**src/rtl/fir_pkg.sv**
```systemverilog
`default_nettype none
// ============================================================================
// Package  : fir_pkg
// Purpose  : Shared constants and types for the 3-way unfolded FIR output
//            path. Holds the default sample width, the lane count, the
//            lane-triple and lane-index types, and the lane-sequencing helper.
// Revision : 1.0 - initial release
// ============================================================================
package fir_pkg;

  localparam int NBIT_DEFAULT = 9;
  localparam int LANES        = 3;

  // One unfolded output word: element 0 is sample 3k, element 2 is 3k+2.
  typedef logic [NBIT_DEFAULT-1:0] lane_triple_t [0:LANES-1];

  // Index of the lane currently being serialised (0..LANES-1).
  typedef logic [1:0] lane_idx_t;

  // Lane sequence 0 -> 1 -> 2 -> 0.
  function automatic lane_idx_t next_lane(input lane_idx_t lane);
    if (lane == lane_idx_t'(LANES - 1)) begin
      return '0;
    end
    return lane + 2'd1;
  endfunction

endpackage : fir_pkg
`default_nettype wire

```
**src/rtl/fir3_word_fifo.sv**
```systemverilog
`default_nettype none
// ============================================================================
// Module   : fir3_word_fifo
// Purpose  : DEPTH-entry FIFO of packed lane triples. DEPTH need not be a
//            power of two; both pointers wrap explicitly at DEPTH.
// Ports    : clk      - clock, rising edge
//            rst_n    - asynchronous active-low reset (clears pointers/count)
//            push     - write wr_word this cycle (ignored when full)
//            pop      - discard the head word this cycle (ignored when empty)
//            wr_word  - incoming triple, lane i at [i*NBIT +: NBIT]
//            rd_word  - head triple, same packing
//            count    - number of stored words
//            full     - count == DEPTH
// Revision : 1.0 - initial release
// ============================================================================
module fir3_word_fifo
  import fir_pkg::*;
#(
  parameter int  NBIT   = NBIT_DEFAULT,
  parameter int  DEPTH  = 2,
  localparam int WORD_W = LANES * NBIT,
  localparam int PTR_W  = (DEPTH > 1) ? $clog2(DEPTH) : 1,
  localparam int CNT_W  = $clog2(DEPTH + 1)
) (
  input  logic              clk,
  input  logic              rst_n,
  input  logic              push,
  input  logic              pop,
  input  logic [WORD_W-1:0] wr_word,
  output logic [WORD_W-1:0] rd_word,
  output logic [CNT_W-1:0]  count,
  output logic              full
);

  logic [WORD_W-1:0] mem [DEPTH];
  logic [PTR_W-1:0]  wr_ptr;
  logic [PTR_W-1:0]  rd_ptr;
  logic              empty;
  logic              do_push;
  logic              do_pop;

  function automatic logic [PTR_W-1:0] wrap_inc(input logic [PTR_W-1:0] p);
    if (p == PTR_W'(DEPTH - 1)) begin
      return '0;
    end
    return p + 1'b1;
  endfunction

  assign full    = (count == CNT_W'(DEPTH));
  assign empty   = (count == '0);
  assign do_push = push & ~full;
  assign do_pop  = pop & ~empty;
  assign rd_word = mem[rd_ptr];

  // Storage is not reset: pointers and count define which entries are live.
  always_ff @(posedge clk) begin
    if (do_push) begin
      mem[wr_ptr] <= wr_word;
    end
  end

  always_ff @(posedge clk or negedge rst_n) begin
    if (!rst_n) begin
      wr_ptr <= '0;
      rd_ptr <= '0;
      count  <= '0;
    end else begin
      if (do_push) begin
        wr_ptr <= wrap_inc(wr_ptr);
      end
      if (do_pop) begin
        rd_ptr <= wrap_inc(rd_ptr);
      end
      // Simultaneous push and pop leaves the count unchanged.
      if (do_push && !do_pop) begin
        count <= count + 1'b1;
      end else if (do_pop && !do_push) begin
        count <= count - 1'b1;
      end
    end
  end

endmodule : fir3_word_fifo
`default_nettype wire

```
**src/rtl/fir3_unpacker.sv**
```systemverilog
`default_nettype none
// ============================================================================
// Module   : fir3_unpacker
// Purpose  : Parallel-to-serial unpacker behind the 3-way unfolded FIR.
//            Buffers 3-lane words and emits one sample per clock in order.
// Ports    : CLK    - clock, rising edge
//            RST_n  - asynchronous active-low reset
//            DIN3k  - lane 0 (sample 3k)
//            DIN3k1 - lane 1 (sample 3k+1)
//            DIN3k2 - lane 2 (sample 3k+2)
//            VIN    - input word valid
//            READY  - FIFO can accept a word this cycle
//            DOUT   - registered serial sample
//            VOUT   - registered DOUT valid
//            OVF    - sticky: a word arrived while READY was low
// Revision : 1.0 - initial release
// ============================================================================
module fir3_unpacker
  import fir_pkg::*;
#(
  parameter int  NBIT   = NBIT_DEFAULT,
  parameter int  DEPTH  = 2,
  localparam int WORD_W = LANES * NBIT,
  localparam int CNT_W  = $clog2(DEPTH + 1)
) (
  input  logic            CLK,
  input  logic            RST_n,
  input  logic [NBIT-1:0] DIN3k,
  input  logic [NBIT-1:0] DIN3k1,
  input  logic [NBIT-1:0] DIN3k2,
  input  logic            VIN,
  output logic            READY,
  output logic [NBIT-1:0] DOUT,
  output logic            VOUT,
  output logic            OVF
);

  logic [WORD_W-1:0] wr_word;
  logic [WORD_W-1:0] head_word;
  logic [CNT_W-1:0]  fifo_count;
  logic              fifo_full;
  logic              push;
  logic              pop;
  logic              emit;
  lane_idx_t         lane;
  logic [NBIT-1:0]   lane_sample;

  assign wr_word = {DIN3k2, DIN3k1, DIN3k};

  // READY depends only on the registered count, never on a same-cycle pop.
  assign READY = ~fifo_full;
  assign push  = VIN & READY;
  assign emit  = (fifo_count != '0);
  // The head word leaves the FIFO as its last lane is emitted.
  assign pop   = emit && (lane == lane_idx_t'(LANES - 1));

  always_comb begin
    lane_sample = head_word[NBIT-1:0];
    case (lane)
      2'd0:    lane_sample = head_word[0*NBIT +: NBIT];
      2'd1:    lane_sample = head_word[1*NBIT +: NBIT];
      default: lane_sample = head_word[2*NBIT +: NBIT];
    endcase
  end

  fir3_word_fifo #(
    .NBIT  (NBIT),
    .DEPTH (DEPTH)
  ) u_fifo (
    .clk     (CLK),
    .rst_n   (RST_n),
    .push    (push),
    .pop     (pop),
    .wr_word (wr_word),
    .rd_word (head_word),
    .count   (fifo_count),
    .full    (fifo_full)
  );

  always_ff @(posedge CLK or negedge RST_n) begin
    if (!RST_n) begin
      DOUT <= '0;
      VOUT <= 1'b0;
      OVF  <= 1'b0;
      lane <= '0;
    end else begin
      if (VIN && !READY) begin
        OVF <= 1'b1;
      end
      if (emit) begin
        DOUT <= lane_sample;
        VOUT <= 1'b1;
        lane <= next_lane(lane);
      end else begin
        // Idle: DOUT keeps its last sample.
        VOUT <= 1'b0;
      end
    end
  end

endmodule : fir3_unpacker
`default_nettype wire

```
**config.mk**
```make
export PLATFORM = sky130hd
export DESIGN_NAME = fir3_unpacker
export DESIGN_NICKNAME = d
export VERILOG_FILES = /design/src/rtl/fir_pkg.sv /design/src/rtl/fir3_word_fifo.sv /design/src/rtl/fir3_unpacker.sv
export SDC_FILE = /design/constraint.sdc
export NUM_CORES = 1
export LEC_CHECK = 0
export ABC_CLOCK_PERIOD_IN_PS = 1950
export CORE_MARGIN = 2
export CORE_UTILIZATION = 48
export DETAILED_ROUTE_END_ITERATION = 7
export GPL_ROUTABILITY_DRIVEN = 0
export PLACE_DENSITY = 0.75
export SLEW_MARGIN = 30
export SYNTH_ARGS = -nofsm -noshare
export SYNTH_HDL_FRONTEND = slang
export SYNTH_SLANG_ARGS = --single-unit
```
**constraint.sdc**
```tcl
create_clock -name CLK -period 1.95 [get_ports CLK]
set_input_delay 0.2925 -clock CLK [delete_from_list [all_inputs] [get_ports CLK]]
set_output_delay 0.2925 -clock CLK [all_outputs]
set_load 0.01 [all_outputs]
```
* After elaboration in Yosys (flattened, before gate mapping)
Memory sizes are Yosys's and may differ from the RTL's.
Index checks and enable logic that the tools add are counted.
** Storage, ports and cells
- Bits in registers :: 17
- Bits in latches :: 0
- RAM bits :: 54
- Bits in read-only memories :: 0
- Input port bits :: 30
- Output and inout port bits :: 12
- Word-level logic and storage cells :: 49
- Memories kept :: 1
** Cells by class
- Add/subtract/negate cells :: 5
- Multipliers :: 0
- Divide/modulo/power cells :: 0
- Order comparisons :: 0
- Eq/ne operators :: 3
- Shift-type cells :: 0
- Muxes and demuxes :: 18
- Bitwise operators :: 5
- Reductions and logical operators :: 10
** Memories
- u_fifo.mem :: depth 2, bits a word 27, rd ports 1, clocked after Yosys merged registers in 0, write ports 1, RTL line fir3_word_fifo.sv:35 : logic [WORD_W-1:0] mem [DEPTH];
** Operators with widths (count)
- 9-bit one-hot mux with 2 select lines :: 1
- 1-bit 2-to-1 mux :: 13
- 2-bit 2-to-1 mux :: 4
- 2-bit by 1-bit adder with 2-bit output (second input constant) :: 2
- 2-bit == test (second input constant) :: 2
- 1-bit logical AND :: 4
- 2-bit logical NOT :: 2
- 2-bit nonzero test :: 2
- 1-bit AND :: 3
- 1-bit adder (second input constant) :: 2
- 2-bit by 1-bit == test with 1-bit output (second input constant) :: 1
- 1-bit logical NOT :: 2
- 1-bit NOT :: 2
- 2-bit by 1-bit subtractor with 2-bit output (second input constant) :: 1

* Logic depth before layout (Yosys ltp)
- Word-level depth :: 8
- Mapped depth :: 7
- Mapped depth without buffers :: 7

* By module
From an unflattened synthesis, not the netlist that was laid out.
** Unflattened totals
- Cell total of the unflattened synthesis :: 167
- Area, all modules :: 2952.8 um2
** Modules (own cells, without submodules)
- fir3_word_fifo :: times used 1, cells each 102, area an instance 2240.9 um2, seq. area each 1721.7 um2
- fir3_unpacker :: times used 1, cells each 65, area an instance 711.9 um2, seq. area each 325.3 um2

* Least setup slack after synthesis
OpenSTA, ideal clock, no wires.
- Path type :: register -> register
- Start :: register u_fifo.count[0]
- End :: memory u_fifo.mem[0][0] (netlist name) (enable)
- Setup time :: 411 ps
- Arrival :: 1880 ps
- Data required time :: 1539 ps
- Path slack :: -341 ps
- Stages on the path, launching flop included :: 4
- Buffers on the path :: 0
- Period minus slack after synthesis :: 2291 ps
- Cell sequence :: dfrtp_1 > nand2b_1 > nand2_1 > nor2_1
** On the way
- Cells in the longest elaborated chain, start to end :: 6
** Ends and longest elaborated chain
- start, declared :: RTL line fir3_word_fifo.sv:31 : output logic [CNT_W-1:0] count,
- start signal, assigned :: RTL line fir3_word_fifo.sv:76 : count <= count + 1'b1;
- start signal, assigned :: RTL line fir3_word_fifo.sv:78 : count <= count - 1'b1;
- 2-bit == test * :: RTL line fir3_word_fifo.sv:49 : assign full = (count == CNT_W'(DEPTH));
- 1-bit NOT * :: RTL line fir3_unpacker.sv:51 : assign READY = ~fifo_full;
- via READY :: RTL line fir3_unpacker.sv:32 : output logic READY,
- 1-bit AND :: RTL line fir3_unpacker.sv:52 : assign push = VIN & READY;
- 1-bit AND * :: RTL line fir3_word_fifo.sv:51 : assign do_push = push & ~full;
- 1-bit 2-to-1 mux * :: RTL line fir3_word_fifo.sv:57 : if (do_push) begin
- 1-bit 2-to-1 mux (not written as such) * :: RTL line fir3_word_fifo.sv:58 : mem[wr_ptr] <= wr_word;
- end, declared :: RTL line fir3_word_fifo.sv:35
Mark *: on every way through the listed nets, which the timed path passes. The rest lies on a longest branch.

* Worst setup path after layout
- Start :: register u_fifo.count[0]
- End :: output READY
** On the way
- Cells in the longest elaborated chain, start to end :: 2
** Ends and longest elaborated chain (RTL line)
- 2-bit == test :: fir3_word_fifo.sv:49
- 1-bit NOT :: fir3_unpacker.sv:51
- end, declared :: fir3_unpacker.sv:32
Every way passes these cells.

==> impl_metrics.csv <==
group,metric,value,unit
sta,hold_viol,0,
sta,period_share,0.906,
clocking,root_buffer,"clkbuf_8",
clocking,postCtsHoldBufs,0,
layout,fin_util,0.625,
route,drt_iter0_markers,140,
clocking,postCtsSetupRepairBufs,0,
logic_synthesis,synth_cells,156,
clocking,path_clk_slew,0.07,ns
route,via_count,1473,
logic_synthesis,ys_seq_area_frac,0.754,
setup_path,max_stage_delay,0.55,ns
sta,finalCriticalPeriod,1.77,ns
sta,tightestPinTransition,0.874,ns
clocking,tritoncts,"yes",
route,wl_per_cell,16.9,µm
hold_path,min_path_type,"in -> async",
layout,layout_commonest_cell,"edfxtp_1",
floorplanning,die_x,79.2,µm
sta,drv_slew,0,
floorplanning,fp.dieH,79.2,µm
clocking,cts_resized,0,
route,final_antenna_net_count,0,
layout,syn_to_final_growth,26.0,%
clocking,cts_num_sinks,71,
sta,setup_viol,0,
setup_path,crit_path_end_kind,"output pin",
logic_synthesis,synth_cell_types,24,
logic_synthesis,synth_nets,187,
floorplanning,start_util,0.496,
route,drc,0,
global_route,grt_pass1_vias,1585,
setup_path,crit_path_top_delay_cell,"clkdlybuf4s50_1",
global_route,grt_max_degree,28,
clocking,cts-buffers-inserted,9,
power_and_ir_drop,pwr_density_cell,1480,nW/µm²
sta,slew_headroom,0.416,
logic_synthesis,synth_area_per_cell,17.4,µm²
run_status,status,"finished, final reports clean",
global_route,grt_pass1_wl,7560,µm
setup_path,worst-path-max-fanout,4,
logic_synthesis,synth_area,2720,µm²
setup_path,crit_required,1.66,ns
place,dp_hpwl,3140,µm
power_and_ir_drop,peakVddDrop,0.000813,V
run,cap_violations,0,
layout,most-common-layout-cells,"54 x edfxtp_1, 41 x clkdlybuf4s50_1, 25 x mux2_2",
sta,finClkSkew,0.00630,ns
clocking,cts_buffer_depth,2,
power_and_ir_drop,leakage,1.23,nW
floorplanning,rows,27,
setup_path,critPathKind,"reg -> out",
logic_synthesis,ys_ff_latch,71,
floorplanning,die-area,6280,µm²
global_route,overflow,0,
layout,antenna_cells,0,
place,portBuffers,41,
global_route,antenna_found_initial,0,
route,avgViaCountPerCell,5.17,
route,drt-total-wl,4810,µm
global_route,grt_usage,0.166,
clocking,htree_levels,3,
setup_path,cp_data_arrival_time,1.47,ns
clocking,insertion_delay,0.33,ns
sta,fmax,0.566,GHz
floorplanning,num_io_pins,42,
layout,layout.nets,239,
route,firstDrtPassIters,5,
logic_synthesis,yosysWarnings,0,
setup_path,cp-start-kind,"flip-flop",
sta,setup_tns,0,ns
sta,rsz0062_at_grt,"no",
layout,drive_gt1_frac,0.211,
setup_path,crit_chain,"nand2b_1 -> clkdlybuf4s50_1",
floorplanning,core_area,5470,µm²
==> worst max-delay path, delay by kind of cell (launching register included) <==
kind / cells / cell delay, ns
simple gates: 1 / 0.19
buf+inv: 1 / 0.55
flops: 1 / 0.41
==> registers in the layout, indices dropped and copies added, names as in the netlist <==
| signal | flops |
|---|---|
| OVF | 1 |
| u_fifo.count | 2 |
| u_fifo.wr_ptr | 1 |
| lane | 2 |
| u_fifo.rd_ptr | 1 |
| u_fifo.mem | 54 |
| DOUT | 9 |
| VOUT | 1 |
==> logic make-up after synthesis <==
group,Yosys count,share of synthesized area
DFF,71,0.754
muxes,27,0.113
and+or+nand+nor,22,0.0350
AOI/OAI and AO/OA,20,0.0553
buffers and inverters,10,0.0221
xor gates and xnor gates,5,0.0161
adders and majority gates,1,0.00461
==> where the power goes <==
group | switching (mW) | internal, mW
Combinational | 0.840 | 0.928
Sequential | 0.223 | 2.12
Clock | 0.472 | 0.498
Total | 1.53 | 3.54
==> worst paths after layout <==
check / start / end / slack (ns) / cells after the start
max in group asynchronous: RST_n / DOUT[8]$_DFFE_PN0P_ / 1.46 / 2
setup / recovery: u_fifo.count[0]$_DFFE_PN0P_ / READY / 0.18 / 2
setup reg to reg: lane[1]$_DFFE_PN0P_ / DOUT[7]$_DFFE_PN0P_ / 0.20 / 3
min in group CLK: OVF$_DFFE_PN0P_ / OVF$_DFFE_PN0P_ / 0.48 / 1
hold reg to reg: OVF$_DFFE_PN0P_ / OVF$_DFFE_PN0P_ / 0.48 / 1
hold / removal: RST_n / DOUT[2]$_DFFE_PN0P_ / 0.29 / 2
==> through the flow <==
step / total power, mW / instances / hold WS [ns] / worst slack (ns) / instance area, µm²
after floorplan: 3.45 / 156 / -0.00309 / 0.0987 / 2720
after global placement: 4.03 / 269 / 0.462 / 0.322 / 3260
after detailed placement: 4.15 / 269 / 0.473 / 0.209 / 3260
after CTS: 5.13 / 285 / 0.288 / 0.147 / 3420
after global routing: 5.37 / 285 / 0.301 / 0.0862 / 3420
final: 5.08 / 285 / 0.289 / 0.184 / 3420
==> per-layer routing <==
metal / part of all wire / global-route usage / up-vias
met5: 0 / 0 / -
met2: 0.55 / 0.292 / 35
met3: 0.043 / 0.0352 / 5
met4: 0.0081 / 0.0810 / 0
li1: - / - / 704
met1: 0.39 / 0.192 / 729
==> final cells by class <==
cell class / count / area [µm²]
Fill cell: 403 / 2050
Clock inverter: 1 / 5.00
Timing Repair Buffer: 48 / 500
Multi-Input combinational cell: 75 / 612
Sequential cell: 71 / 2050
Inverter: 3 / 11.3
Tap cell: 72 / 90.1
Clock buffer: 15 / 156
==> synth_stat cells <==
library cell  instances  area [µm²]
nand2_1               4        15.0
ha_1                  1        12.5
mux2_2               25         282
clkbuf_1              4        15.0
a222oi_1              9        90.1
a21o_1                1        7.51
dfrtp_1              17         425
edfxtp_1             54        1620
inv_1                 3        11.3
xor2_1                2        17.5
a21oi_1               9        45.0
nor2_1               13        48.8
and3_1                1        6.26
o21bai_1              1        7.51
mux2_4                1        15.0
xnor2_1               3        26.3
mux2_1                1        11.3
nor2b_1               1        6.26
buf_4                 1        7.51
buf_8                 1        15.0
nand3b_1              1        7.51
buf_6                 1        11.3
nand2b_1              1        6.26
nor3_1                1        5.00
Note: power is estimated with default switching activity, not from simulation.
